--- config.mk ---
export PLATFORM = sky130hd
export DESIGN_NAME = mem_array_with_crc_flat
export DESIGN_NICKNAME = d
export VERILOG_FILES = /design/src/rtl/mem_crc_pkg.sv /design/src/rtl/mem_array_with_crc_if.sv /design/src/rtl/mem_crc_gen.sv /design/src/rtl/mem_array_with_crc.sv /design/src/flat_wrapper.sv
export SDC_FILE = /design/constraint.sdc
export NUM_CORES = 1
export LEC_CHECK = 0
export CORE_UTILIZATION = 60
export DETAILED_ROUTE_END_ITERATION = 8
export HOLD_SLACK_MARGIN = 0.05
export MAX_ROUTING_LAYER = met4
export PLACE_DENSITY_LB_ADDON = 0.1
export SLEW_MARGIN = 20
export SYNTH_ARGS = -nofsm -noshare
export SYNTH_HDL_FRONTEND = slang
export SYNTH_SLANG_ARGS = --single-unit
export TNS_END_PERCENT = 100
--- constraint.sdc ---
create_clock -name clk -period 11.55 [get_ports clk]
set_clock_uncertainty 0.15 [all_clocks]
set_input_delay 1.7325 -clock clk [delete_from_list [all_inputs] [get_ports clk]]
set_output_delay 1.7325 -clock clk [all_outputs]
set_load 0.03 [all_outputs]
--- src/rtl/mem_crc_pkg.sv ---
// Shared types, limits and the CRC helper for the CRC-protected memory array.
// crc_calc is bit-serial, MSB-first, non-reflected, with no final XOR.
package mem_crc_pkg;

    localparam int CRC_MAX_W  = 32;
    localparam int DATA_MAX_W = 64;

    localparam logic [7:0] ERR_CNT_MAX = 8'd255;

    typedef enum logic [1:0] {
        SCRUB_IDLE,
        SCRUB_READ,
        SCRUB_CHECK
    } scrub_state_t;

    typedef enum logic {
        ERR_SRC_READ,
        ERR_SRC_SCRUB
    } err_src_t;

    // The width, polynomial and seed arguments are elaboration-time constants.
    // Data bits at or above dw are ignored.
    function automatic logic [CRC_MAX_W-1:0] crc_calc(
        input logic [DATA_MAX_W-1:0] data,
        input int                    dw,
        input int                    pw,
        input logic [CRC_MAX_W-1:0]  poly,
        input logic [CRC_MAX_W-1:0]  init
    );
        logic [CRC_MAX_W-1:0] c;
        logic [CRC_MAX_W-1:0] m;
        logic                 fb;
        m = {CRC_MAX_W{1'b1}} >> (CRC_MAX_W - pw);
        c = init & m;
        for (int i = DATA_MAX_W - 1; i >= 0; i--) begin
            if (i < dw) begin
                fb = c[pw-1] ^ data[i];
                c  = ((c << 1) ^ (fb ? poly : '0)) & m;
            end
        end
        return c;
    endfunction

endpackage

--- src/rtl/mem_array_with_crc_if.sv ---
// Port bundle of the CRC-protected memory array.
// The master drives strobes and data; the slave returns reads, errors and status.
interface mem_array_with_crc_if #(
    parameter int DATA_WIDTH = 8,
    parameter int AW         = 4
);
    logic                  wr_en;
    logic [AW-1:0]         wr_addr;
    logic [DATA_WIDTH-1:0] wr_data;
    logic                  inj_en;
    logic [DATA_WIDTH-1:0] inj_mask;
    logic                  rd_en;
    logic [AW-1:0]         rd_addr;
    logic                  rd_valid;
    logic [DATA_WIDTH-1:0] rd_data;
    logic                  rd_crc_err;
    logic                  err_valid;
    logic [AW-1:0]         err_addr;
    logic                  err_src;
    logic [7:0]            err_count;
    logic                  err_clr;
    logic                  scrub_done;

    modport master (
        output wr_en, wr_addr, wr_data, inj_en, inj_mask,
        output rd_en, rd_addr, err_clr,
        input  rd_valid, rd_data, rd_crc_err,
        input  err_valid, err_addr, err_src, err_count,
        input  scrub_done
    );

    modport slave (
        input  wr_en, wr_addr, wr_data, inj_en, inj_mask,
        input  rd_en, rd_addr, err_clr,
        output rd_valid, rd_data, rd_crc_err,
        output err_valid, err_addr, err_src, err_count,
        output scrub_done
    );

endinterface

--- src/rtl/mem_crc_gen.sv ---
// Combinational CRC generator over one data word.
// Used on the write path, the read check and the scrub check.
module mem_crc_gen
    import mem_crc_pkg::*;
#(
    parameter int                         DATA_WIDTH      = 8,
    parameter int                         POLYNOMIAL_BITS = 8,
    parameter logic [POLYNOMIAL_BITS-1:0] POLYNOMIAL      = 8'h07,
    parameter logic [POLYNOMIAL_BITS-1:0] CRC_INIT        = '0
) (
    input  logic [DATA_WIDTH-1:0]      data,
    output logic [POLYNOMIAL_BITS-1:0] crc
);

    assign crc = POLYNOMIAL_BITS'(crc_calc(
        DATA_MAX_W'(data),
        DATA_WIDTH,
        POLYNOMIAL_BITS,
        CRC_MAX_W'(POLYNOMIAL),
        CRC_MAX_W'(CRC_INIT)
    ));

endmodule

--- src/rtl/mem_array_with_crc.sv ---
// CRC-protected memory array with read checking, idle-time scrubbing,
// fault injection and a saturating error counter.
module mem_array_with_crc
    import mem_crc_pkg::*;
#(
    parameter int                         DATA_WIDTH      = 8,
    parameter int                         DEPTH           = 16,
    parameter int                         POLYNOMIAL_BITS = 8,
    parameter logic [POLYNOMIAL_BITS-1:0] POLYNOMIAL      = 8'h07,
    parameter logic [POLYNOMIAL_BITS-1:0] CRC_INIT        = '0,
    parameter int                         SCRUB_INTERVAL  = 64
) (
    input  logic                clk,
    input  logic                rst,
    mem_array_with_crc_if.slave bus
);

    localparam int AW = $clog2(DEPTH);
    localparam int CW = (SCRUB_INTERVAL > 1) ? $clog2(SCRUB_INTERVAL) : 1;
    localparam logic [AW-1:0] LAST_ADDR = AW'(DEPTH - 1);
    localparam logic [CW-1:0] IDLE_LAST = CW'(SCRUB_INTERVAL - 1);

    // CRC of an all-zero word, so that reset contents check clean.
    localparam logic [POLYNOMIAL_BITS-1:0] CRC_ZERO =
        POLYNOMIAL_BITS'(crc_calc('0, DATA_WIDTH, POLYNOMIAL_BITS,
                                  CRC_MAX_W'(POLYNOMIAL),
                                  CRC_MAX_W'(CRC_INIT)));

    logic [DATA_WIDTH-1:0]      mem     [DEPTH];
    logic [POLYNOMIAL_BITS-1:0] crc_mem [DEPTH];

    logic [POLYNOMIAL_BITS-1:0] wr_crc;
    logic [POLYNOMIAL_BITS-1:0] rd_calc;
    logic [POLYNOMIAL_BITS-1:0] sc_calc;
    logic [DATA_WIDTH-1:0]      rd_word;
    logic [DATA_WIDTH-1:0]      sc_data;
    logic [POLYNOMIAL_BITS-1:0] sc_crc;

    scrub_state_t   state;
    scrub_state_t   state_nxt;
    logic [CW-1:0]  idle_cnt;
    logic [CW-1:0]  idle_cnt_nxt;
    logic [AW-1:0]  scrub_addr;
    logic [AW-1:0]  scrub_addr_nxt;
    logic           sc_cap;
    logic           sc_mis;
    logic           done_nxt;

    logic           access;
    logic           rd_err_nxt;
    logic           ev_sc;
    logic           ev_any;

    assign access     = bus.rd_en | bus.wr_en;
    assign rd_word    = mem[bus.rd_addr];
    assign rd_err_nxt = bus.rd_en && (rd_calc != crc_mem[bus.rd_addr]);
    assign ev_sc      = (state == SCRUB_CHECK) && sc_mis;
    assign ev_any     = rd_err_nxt | ev_sc;

    mem_crc_gen #(
        .DATA_WIDTH      (DATA_WIDTH),
        .POLYNOMIAL_BITS (POLYNOMIAL_BITS),
        .POLYNOMIAL      (POLYNOMIAL),
        .CRC_INIT        (CRC_INIT)
    ) u_wr_gen (
        .data (bus.wr_data),
        .crc  (wr_crc)
    );

    mem_crc_gen #(
        .DATA_WIDTH      (DATA_WIDTH),
        .POLYNOMIAL_BITS (POLYNOMIAL_BITS),
        .POLYNOMIAL      (POLYNOMIAL),
        .CRC_INIT        (CRC_INIT)
    ) u_rd_gen (
        .data (rd_word),
        .crc  (rd_calc)
    );

    mem_crc_gen #(
        .DATA_WIDTH      (DATA_WIDTH),
        .POLYNOMIAL_BITS (POLYNOMIAL_BITS),
        .POLYNOMIAL      (POLYNOMIAL),
        .CRC_INIT        (CRC_INIT)
    ) u_sc_gen (
        .data (sc_data),
        .crc  (sc_calc)
    );

    // Storage: data may be corrupted by injection, CRC always covers clean data.
    always_ff @(posedge clk or posedge rst) begin
        if (rst) begin
            for (int i = 0; i < DEPTH; i++) begin
                mem[i]     <= '0;
                crc_mem[i] <= CRC_ZERO;
            end
        end else if (bus.wr_en) begin
            mem[bus.wr_addr]     <= bus.wr_data
                                  ^ (bus.inj_en ? bus.inj_mask : '0);
            crc_mem[bus.wr_addr] <= wr_crc;
        end
    end

    // Scrubber next state: yields to any functional access, never stalls it.
    always_comb begin
        state_nxt      = state;
        idle_cnt_nxt   = idle_cnt;
        scrub_addr_nxt = scrub_addr;
        sc_cap         = 1'b0;
        sc_mis         = 1'b0;
        done_nxt       = 1'b0;
        unique case (state)
            SCRUB_IDLE: begin
                if (access) begin
                    idle_cnt_nxt = '0;
                end else if (idle_cnt == IDLE_LAST) begin
                    idle_cnt_nxt = '0;
                    state_nxt    = SCRUB_READ;
                end else begin
                    idle_cnt_nxt = idle_cnt + CW'(1);
                end
            end
            SCRUB_READ: begin
                if (!access) begin
                    sc_cap    = 1'b1;
                    state_nxt = SCRUB_CHECK;
                end
            end
            SCRUB_CHECK: begin
                sc_mis    = (sc_calc != sc_crc);
                state_nxt = SCRUB_IDLE;
                // A scrub error shadowed by a read error is retried next pass.
                if (!(sc_mis && rd_err_nxt)) begin
                    scrub_addr_nxt = scrub_addr + AW'(1);
                    done_nxt       = (scrub_addr == LAST_ADDR);
                end
            end
            default: begin
                state_nxt    = SCRUB_IDLE;
                idle_cnt_nxt = '0;
            end
        endcase
    end

    // Scrubber state, idle counter, address and captured word.
    always_ff @(posedge clk or posedge rst) begin
        if (rst) begin
            state      <= SCRUB_IDLE;
            idle_cnt   <= '0;
            scrub_addr <= '0;
            sc_data    <= '0;
            sc_crc     <= CRC_ZERO;
        end else begin
            state      <= state_nxt;
            idle_cnt   <= idle_cnt_nxt;
            scrub_addr <= scrub_addr_nxt;
            if (sc_cap) begin
                sc_data <= mem[scrub_addr];
                sc_crc  <= crc_mem[scrub_addr];
            end
        end
    end

    // Registered read response, one cycle after rd_en.
    always_ff @(posedge clk or posedge rst) begin
        if (rst) begin
            bus.rd_valid   <= 1'b0;
            bus.rd_data    <= '0;
            bus.rd_crc_err <= 1'b0;
        end else begin
            bus.rd_valid   <= bus.rd_en;
            bus.rd_crc_err <= rd_err_nxt;
            if (bus.rd_en) begin
                bus.rd_data <= rd_word;
            end
        end
    end

    // Error event reporting; a read error wins over a scrub error.
    always_ff @(posedge clk or posedge rst) begin
        if (rst) begin
            bus.err_valid  <= 1'b0;
            bus.err_addr   <= '0;
            bus.err_src    <= ERR_SRC_READ;
            bus.scrub_done <= 1'b0;
        end else begin
            bus.err_valid  <= ev_any;
            bus.scrub_done <= done_nxt;
            if (rd_err_nxt) begin
                bus.err_addr <= bus.rd_addr;
                bus.err_src  <= ERR_SRC_READ;
            end else if (ev_sc) begin
                bus.err_addr <= scrub_addr;
                bus.err_src  <= ERR_SRC_SCRUB;
            end
        end
    end

    // Saturating error counter; a clear coinciding with an error leaves one.
    always_ff @(posedge clk or posedge rst) begin
        if (rst) begin
            bus.err_count <= '0;
        end else if (bus.err_clr) begin
            bus.err_count <= ev_any ? 8'd1 : 8'd0;
        end else if (ev_any && bus.err_count != ERR_CNT_MAX) begin
            bus.err_count <= bus.err_count + 8'd1;
        end
    end

endmodule
--- src/flat_wrapper.sv ---
// flat-port wrapper written by rule: the top's interface ports become plain ports
module mem_array_with_crc_flat import mem_crc_pkg::*;
#(
    parameter int                         DATA_WIDTH      = 8,
    parameter int                         DEPTH           = 16,
    parameter int                         POLYNOMIAL_BITS = 8,
    parameter logic [POLYNOMIAL_BITS-1:0] POLYNOMIAL      = 8'h07,
    parameter logic [POLYNOMIAL_BITS-1:0] CRC_INIT        = '0,
    parameter int                         SCRUB_INTERVAL  = 64
)
  (clk, rst, bus_wr_en, bus_wr_addr, bus_wr_data, bus_inj_en, bus_inj_mask, bus_rd_en, bus_rd_addr, bus_err_clr, bus_rd_valid, bus_rd_data, bus_rd_crc_err, bus_err_valid, bus_err_addr, bus_err_src, bus_err_count, bus_scrub_done);
  mem_array_with_crc_if #(.DATA_WIDTH(DATA_WIDTH)) bus_i ();
  input  logic clk;
  input  logic rst;
  input wire logic [$bits(bus_i.wr_en)-1:0] bus_wr_en;
  input wire logic [$bits(bus_i.wr_addr)-1:0] bus_wr_addr;
  input wire logic [$bits(bus_i.wr_data)-1:0] bus_wr_data;
  input wire logic [$bits(bus_i.inj_en)-1:0] bus_inj_en;
  input wire logic [$bits(bus_i.inj_mask)-1:0] bus_inj_mask;
  input wire logic [$bits(bus_i.rd_en)-1:0] bus_rd_en;
  input wire logic [$bits(bus_i.rd_addr)-1:0] bus_rd_addr;
  input wire logic [$bits(bus_i.err_clr)-1:0] bus_err_clr;
  output wire logic [$bits(bus_i.rd_valid)-1:0] bus_rd_valid;
  output wire logic [$bits(bus_i.rd_data)-1:0] bus_rd_data;
  output wire logic [$bits(bus_i.rd_crc_err)-1:0] bus_rd_crc_err;
  output wire logic [$bits(bus_i.err_valid)-1:0] bus_err_valid;
  output wire logic [$bits(bus_i.err_addr)-1:0] bus_err_addr;
  output wire logic [$bits(bus_i.err_src)-1:0] bus_err_src;
  output wire logic [$bits(bus_i.err_count)-1:0] bus_err_count;
  output wire logic [$bits(bus_i.scrub_done)-1:0] bus_scrub_done;
  assign bus_i.wr_en = bus_wr_en;
  assign bus_i.wr_addr = bus_wr_addr;
  assign bus_i.wr_data = bus_wr_data;
  assign bus_i.inj_en = bus_inj_en;
  assign bus_i.inj_mask = bus_inj_mask;
  assign bus_i.rd_en = bus_rd_en;
  assign bus_i.rd_addr = bus_rd_addr;
  assign bus_i.err_clr = bus_err_clr;
  assign bus_rd_valid = bus_i.rd_valid;
  assign bus_rd_data = bus_i.rd_data;
  assign bus_rd_crc_err = bus_i.rd_crc_err;
  assign bus_err_valid = bus_i.err_valid;
  assign bus_err_addr = bus_i.err_addr;
  assign bus_err_src = bus_i.err_src;
  assign bus_err_count = bus_i.err_count;
  assign bus_scrub_done = bus_i.scrub_done;
  mem_array_with_crc #(.DATA_WIDTH(DATA_WIDTH), .DEPTH(DEPTH), .POLYNOMIAL_BITS(POLYNOMIAL_BITS), .POLYNOMIAL(POLYNOMIAL), .CRC_INIT(CRC_INIT), .SCRUB_INTERVAL(SCRUB_INTERVAL)) u_core (.clk(clk), .rst(rst), .bus(bus_i));
endmodule
## Word level (Yosys, flattened, before mapping)

Index checks and enable logic that the tools add are counted.

- RAM bits: 0
- ROM bits: 0
- Logic and storage cells: 182
- Register bits: 309
- Bits in latches: 0
- Bits of input ports: 30
- Memories: 0
- Output and inout port bits: 25

- Order comparisons: 4
- Multipliers: 0
- $add $sub $neg: 3
- Shift operators: 0
- Div/mod/pow operators: 0
- Equality and inequality tests: 10
- Muxes and demuxes: 60
- Bitwise operators: 49
- Reductions and logical operators: 11

Operator list:

| cell | number |
|---|---|
| $bwmux W128 | 2 |
| $bmux W8 S4 | 4 |
| $mux W8 | 12 |
| $mux W3 | 24 |
| $xor A8 B3 Y8 | 6 |
| $demux W8 S4 | 1 |
| $xor A8 B8 Y8 | 4 |
| $xor A7 B3 Y7 | 3 |
| $xor A6 B3 Y6 | 3 |
| $ne A8 B8 Y1 | 2 |
| $ge A5 B5 Y1 const B | 3 |
| $not A4 Y5 | 3 |
| $xor A1 B1 Y1 const A | 15 |
| $xor A5 B3 Y5 | 3 |
| $mux W6 | 2 |
| $pmux W6 S2 | 1 |
| $xor A4 B3 Y4 | 3 |
| $add A8 B1 Y8 const B | 1 |
| $mux W1 | 8 |
| $mux W4 | 2 |
| $ne A8 B8 Y1 const B | 1 |
| $add A6 B1 Y6 const B | 1 |
| $eq A6 B6 Y1 const B | 1 |
| $mux W2 | 3 |
| 17 further kinds | 29 |

## Longest topological paths before layout

- Depth after elaboration: 23
- Gate-level depth with buffers: 16
- Mapped depth without buffers: 10

## Cells and area by module

From an unflattened synthesis, not the netlist that was laid out.

- Cells, all modules: 1267
- Area total of the unflattened synthesis: 16350.7 um^2

Modules (own cells, without submodules):

| module | cells an instance | seq. area each (um^2) | area an instance (um^2) | times used |
|---|---|---|---|---|
| mem_array_with_crc | 1228 | 7732.4 | 15964.1 | 1 |
| mem_crc_gen | 13 | 0.0 | 128.9 | 3 |

## Worst setup path before layout

No wires, ideal clock.

- Path kind: input-to-reg
- From: input port bus_rd_addr[1]
- To: register u_core.scrub_addr[1]
- Cell stages on the path: 12
- Setup time: 125 ps
- Path buffers: 3
- Required time: 11275 ps
- Slack: 6838 ps
- Arrival time: 4437 ps
- Cell sequence: buf_6 > buf_6 > mux4_2 > xor2_1 > mux4_2 > xnor2_1 > or3_1 > a211oi_2 > a21o_1 > buf_6 > o21ai_2 > mux2_4

- Cells in the longest elaborated chain, start to end: 20
- Elaborated cells on any way between the ends: 34
- Those cells by class: eq/ne (1); mux (14); bitwise (16); reduce/logical (3)

Ends and longest elaborated chain:

| element | line | text |
|---|---|---|
| from (decl) | flat_wrapper.sv:21 | `input wire logic [$bits(bus_i.rd_addr)-1:0] bus_rd_addr;` |
| $not A4 Y5 (not written as such) (*) | mem_array_with_crc.sv:55, mem_array_with_crc.sv:56 |  |
| $bmux W8 S4 | mem_array_with_crc.sv:55 | `assign rd_word = mem[bus.rd_addr];` |
| $mux W8 (not written as such) (2 in series) | mem_array_with_crc.sv:55 |  |
| $xor A1 B1 Y1 | mem_crc_pkg.sv:37 | `fb = c[pw-1] ^ data[i];` |
| $mux W3 | mem_crc_pkg.sv:38 | `c = ((c << 1) ^ (fb ? poly : '0)) & m;` |
| $xor A4 B3 Y4 | mem_crc_pkg.sv:38 |  |
| $xor A5 B3 Y5 | mem_crc_pkg.sv:38 |  |
| $xor A6 B3 Y6 | mem_crc_pkg.sv:38 |  |
| (+3 left out) | -- |  |
| $xor A1 B1 Y1 | mem_crc_pkg.sv:37 |  |
| $mux W3 | mem_crc_pkg.sv:38 |  |
| $xor A8 B8 Y8 | mem_crc_pkg.sv:38 |  |
| $ne A8 B8 Y1 (*) | mem_array_with_crc.sv:56 | `assign rd_err_nxt = bus.rd_en && (rd_calc != crc_mem[bus.rd_addr]);` |
| $logic_and A1 B1 Y1 (*) | mem_array_with_crc.sv:56 |  |
| $logic_and A1 B1 Y1 (*) | mem_array_with_crc.sv:133 | `if (!(sc_mis && rd_err_nxt)) begin` |
| $not A1 Y1 (no source line) (*) | -- |  |
| $reduce_and A2 Y1 (no source line) (*) | -- |  |
| to (signal assigned) | mem_array_with_crc.sv:156 | `scrub_addr <= scrub_addr_nxt;` |
| to (decl) | mem_array_with_crc.sv:43 | `logic [AW-1:0] scrub_addr;` |

Every way passes the cells marked *; elsewhere a longest branch is shown, timed or not. The select of a mux whose other input is x is not followed.
A chain may end at the register's enable or synchronous reset.

## Worst setup path after layout

- From: input port bus_rd_addr[0]
- To: register u_core.bus.err_count[4]

- Cells in the longest elaborated chain, start to end: 20
- Elaborated cells on any way between the ends: 34
- Those cells by class: eq/ne (1); mux (14); bitwise (16); reduce/logical (3)

Ends and longest elaborated chain:

| element | line | text |
|---|---|---|
| $not A4 Y5 (not written as such) (*) | mem_array_with_crc.sv:55, mem_array_with_crc.sv:56 |  |
| $bmux W8 S4 | mem_array_with_crc.sv:55 |  |
| $mux W8 (not written as such) (2 in series) | mem_array_with_crc.sv:55 |  |
| $xor A1 B1 Y1 | mem_crc_pkg.sv:37 |  |
| $mux W3 | mem_crc_pkg.sv:38 |  |
| $xor A4 B3 Y4 | mem_crc_pkg.sv:38 |  |
| $xor A5 B3 Y5 | mem_crc_pkg.sv:38 |  |
| $xor A6 B3 Y6 | mem_crc_pkg.sv:38 |  |
| (+3 left out) | -- |  |
| $xor A1 B1 Y1 | mem_crc_pkg.sv:37 |  |
| $mux W3 | mem_crc_pkg.sv:38 |  |
| $xor A8 B8 Y8 | mem_crc_pkg.sv:38 |  |
| $ne A8 B8 Y1 (*) | mem_array_with_crc.sv:56 |  |
| $logic_and A1 B1 Y1 (*) | mem_array_with_crc.sv:56 |  |
| $or A1 B1 Y1 (*) | mem_array_with_crc.sv:58 | `assign ev_any = rd_err_nxt \| ev_sc;` |
| $logic_and A1 B1 Y1 (*) | mem_array_with_crc.sv:205 | `end else if (ev_any && bus.err_count != ERR_CNT_MAX) begin` |
| $reduce_bool A2 Y1 (no source line) (*) | -- |  |
| to (signal assigned) | mem_array_with_crc.sv:204 | `bus.err_count <= ev_any ? 8'd1 : 8'd0;` |
| to (signal assigned) | mem_array_with_crc.sv:206 | `bus.err_count <= bus.err_count + 8'd1;` |
| to (decl) | mem_array_with_crc_if.sv:36 | `output err_valid, err_addr, err_src, err_count,` |

Marked as above.

==> results.json <==
{
  "outcome": "finished, final reports clean",
  "antenna_found_initial": 5,
  "nFillCells": 2066,
  "max_freq_mhz": 178,
  "drv_slew": 0,
  "timing.setup.tns_ns": 0,
  "drt-initial-drc-count": 1058,
  "synth_cells": 1561,
  "cts_max_level": 2,
  "die-area_um2": 27900,
  "hold_viol_final": 0,
  "r2r_end": "u_core.bus.err_count[4]$_DFFE_PP0P_",
  "crit_required_ns": 11.79,
  "finalCritPeriodShare_pct": 48.7,
  "rr_startpoint": "u_core.crc_mem[2]$_DFFE_PP0P_",
  "clk_latency_ns": 0.51,
  "cts_tree": "yes",
  "cts_buffers": 35,
  "period_minus_slack_ns": 5.62,
  "ys_ff_latch": 309,
  "startpoint_type": "input port",
  "ys_seq_area_share_pct": 47.3,
  "syn_avg_cell_area_um2": 10.5,
  "powerDensity_nw_per_um2": 233,
  "cp_num_buf_inv": 2,
  "cts_buffer_depth": 3,
  "via_per_inst": 6.40,
  "place_congestion": 0.845,
  "dp.cells": 1863,
  "crit_path_end_kind": "register",
  "synth_area_um2": 16300,
  "row_count": 60,
  "synthToLayoutAreaGrowth_pct": 11.8,
  "slowest_stage": "buf_4",
  "crit_type": "input port to register",
  "utilization_pct": 68.1,
  "setup_viol": 0,
  "crit_chain": "buf_4 > buf_4 > mux4_2 > a22oi_1 > nand3_2 > xnor2_2 > mux2i_1 > or4b_1 > nand3_1 > a21o_1 > a21oi_1 > mux2_4",
  "ios": 55,
  "reg2regPathDepth": 10,
  "grt_pass1_wl_um": 70700,
  "power.leakage_nw": 8.01,
  "path_max_fanout": 50,
  "worstMarginPinSlew_ns": 1.16,
  "yosys.area.top_type": "dfrtp_1",
  "rsz0062_at_grt": "no",
  "ys_warn_count": 0,
  "hpwl_um": 27300,
  "final_cells": 1928,
  "cpMostUsedCell": "buf_4",
  "async_flop_share_pct": 100,
  "drive_gt1_share_pct": 14.8,
  "critical_path.top_delay_family": "multiplexers",
  "clock-sinks": 309,
  "critPathLaunch": "bus_rd_addr[0]",
  "postRouteAntennaNets": 0,
  "drt_pass1_iterations": 5,
  "drcViolationCount": 0,
  "holdWs_ns": 0.344,
  "die_w_um": 167,
  "cts_root_buf": "clkbuf_16",
  "clk_pin_slew_worst_paths_ns": 0.06,
  "synth_edf_count": 0,
  "postPlaceCellArea_um2": 17000,
  "grt_pass1_vias": 12200,
  "synthTopCellsByArea": "dfrtp_1 47%, mux4_2 13%, o21ai_0 9.1%",
  "max-vdd-ir-drop_uv": 141,
  "initial_core_util_pct": 60.9,
  "dr_total_vias": 12300,
  "critical_path_cell_count": 12,
  "grt_max_degree": 173,
  "synth.distinct_cells": 58,
  "hold_path_class": "register to register",
  "slew_headroom_pct": 22.7,
  "ys.flop_type": "dfrtp_1",
  "hold_buffers": 0,
  "wirelength_um": 44900,
  "post_cts_buffers": 0,
  "drv_cap": 0,
  "nNetsFinal": 1595,
  "final_area_um2": 18300,
  "port_buffers": 54,
  "avgRoutedWirePerCell_um": 23.3,
  "synth_top_area_share_pct": 47.3,
  "grt_use_total_pct": 34.7,
  "arrival_ns": 5.86,
  "die_h_um": 167,
  "syn_nets": 1597,
  "cp-endpoint": "u_core.bus.err_count[4]$_DFFE_PP0P_",
  "core_area_um2": 26800,
  "slowest_delay_ns": 0.78,
  "overflow": 0,
  "r2r_setup_slack_ns": 7.78,
  "cts_resized": 0
}
==> kinds of logic (layout without fill, tap and decap cells) <==
logic type | count (synthesis) | count (layout) | share of synthesized area [%]
flops | 309 | 309 | 47.3
mux | 198 | 198 | 19.9
simple gates | 457 | 457 | 11.4
compound gates | 395 | 395 | 13.7
buf+inv | 139 | 162 | 3.83
fa+ha+maj | 6 | 6 | 0.460
xor+xnor | 57 | 57 | 3.32
other cells | 0 | 3 | 0
==> flip-flops by register name, indices dropped and copies added, names as in the netlist <==
register               flops
u_core.crc_mem           128
u_core.mem               128
u_core.bus.err_count       8
u_core.bus.rd_data         8
u_core.sc_crc              8
u_core.sc_data             8
u_core.idle_cnt            6
u_core.bus.err_addr        4
u_core.scrub_addr          4
u_core.state               2
u_core.bus.err_src         1
u_core.bus.err_valid       1
u_core.bus.rd_crc_err      1
u_core.bus.rd_valid        1
u_core.bus.scrub_done      1
==> cells in the mapped netlist, types with 8 or more instances <==
cell type    n
mux4_2      97
xor2_1      24
nor2_1      30
buf_6        9
o21ai_0    297
mux2_2      23
a21oi_1     23
nor2b_1     13
clkbuf_1    93
dfrtp_1    309
xnor2_1     29
o221ai_1    32
nand3_1     22
nand2_1    363
inv_1       14
mux2i_1     72
buf_1        9
buf_2        8
a31oi_1      8
==> layout by cell type (no fill, tap or decap), types with 4 or more instances in the layout <==
cell type and n:
a21oi_1 23, a221oi_1 5, a22oi_1 6, a31oi_1 8, and2_1 4, and3_1 6
buf_4 31, bufinv_16 4, clkbuf_1 6, clkbuf_16 37, clkbuf_8 9, clkdlybuf4s50_1 51
dfrtp_1 307, ha_1 6, inv_1 13, mux2_2 23, mux2i_1 72, mux4_2 97
nand2_1 362, nand2b_1 4, nand3_1 22, nor2_1 30, nor2b_1 13, nor3_1 4
o21ai_0 297, o221ai_1 32, xnor2_1 29, xor2_1 19, xor2_2 5
==> cell type report <==
cell class / count / area [µm²] / area share (%)
inverter: 15 / 63.8 / 0.350
clock buffer: 52 / 1070 / 5.87
timing repair buffer: 85 / 773 / 4.24
sequential: 309 / 7740 / 42.4
clock inverter: 10 / 160 / 0.877
tap: 341 / 427 / 2.34
antenna: 3 / 7.51 / 0.0411
multi-input combinational: 1113 / 8020 / 43.9
==> worst register-to-register path, cell delays in order (launching register included) <==
cell and delay (ns):
dfrtp_1 0.42, mux4_2 0.48, mux2i_1 0.33, xnor2_1 0.12, mux2i_1 0.27, xnor2_1 0.14
or3_1 0.40, a211oi_2 0.28, a21o_1 0.55, a21oi_1 0.20, mux2_4 0.32
==> metal layers <==
metal / up-vias / track usage (%) / routed length (µm) / part of all wire [%]
li1: 5571 / - / - / -
met1: 6080 / 46.2 / 18400 / 41
met2: 558 / 52.9 / 21200 / 47
met3: 133 / 6.73 / 3600 / 8.0
met4: 0 / 13.5 / 1690 / 3.8
met5: - / - / 0 / 0
==> per-stage QoR <==
| stage | total power [mW] | setup slack [ns] |
|---|---|---|
| after floorplan | 2.61 | 1.12 |
| after global placement | 3.01 | 5.49 |
| after detailed placement | 3.06 | 5.41 |
| after CTS | 4.24 | 5.94 |
| after global routing | 4.46 | 5.64 |
| final | 4.25 | 5.93 |
==> where the power goes <==
group          leakage, nW  total, mW  internal (mW)  switching [mW]
clock network        0.604       1.17          0.732           0.441
logic                 3.45       1.47          0.657           0.815
registers             3.95       1.60           1.34           0.257
==> worst min path at each step <==
| stage | startpoint | to | slack [ns] | depth (start not counted) |
|---|---|---|---|---|
| 2_1_floorplan | u_core.crc_mem[64]$_DFFE_PP0P_ | u_core.crc_mem[64]$_DFFE_PP0P_ | 0.31 | 2 |
| 3_3_place_gp | u_core.crc_mem[126]$_DFFE_PP0P_ | u_core.crc_mem[126]$_DFFE_PP0P_ | 0.33 | 2 |
| 3_5_place_dp | u_core.crc_mem[101]$_DFFE_PP0P_ | u_core.crc_mem[101]$_DFFE_PP0P_ | 0.34 | 2 |
| 4_1_cts | u_core.crc_mem[13]$_DFFE_PP0P_ | u_core.crc_mem[13]$_DFFE_PP0P_ | 0.35 | 2 |
| 5_1_grt | u_core.bus.rd_data[3]$_DFFE_PP0P_ | u_core.bus.rd_data[3]$_DFFE_PP0P_ | 0.37 | 1 |
| 6_report | u_core.mem[31]$_DFFE_PP0P_ | u_core.mem[31]$_DFFE_PP0P_ | 0.34 | 2 |
Note: power is estimated with default switching activity, not from simulation.
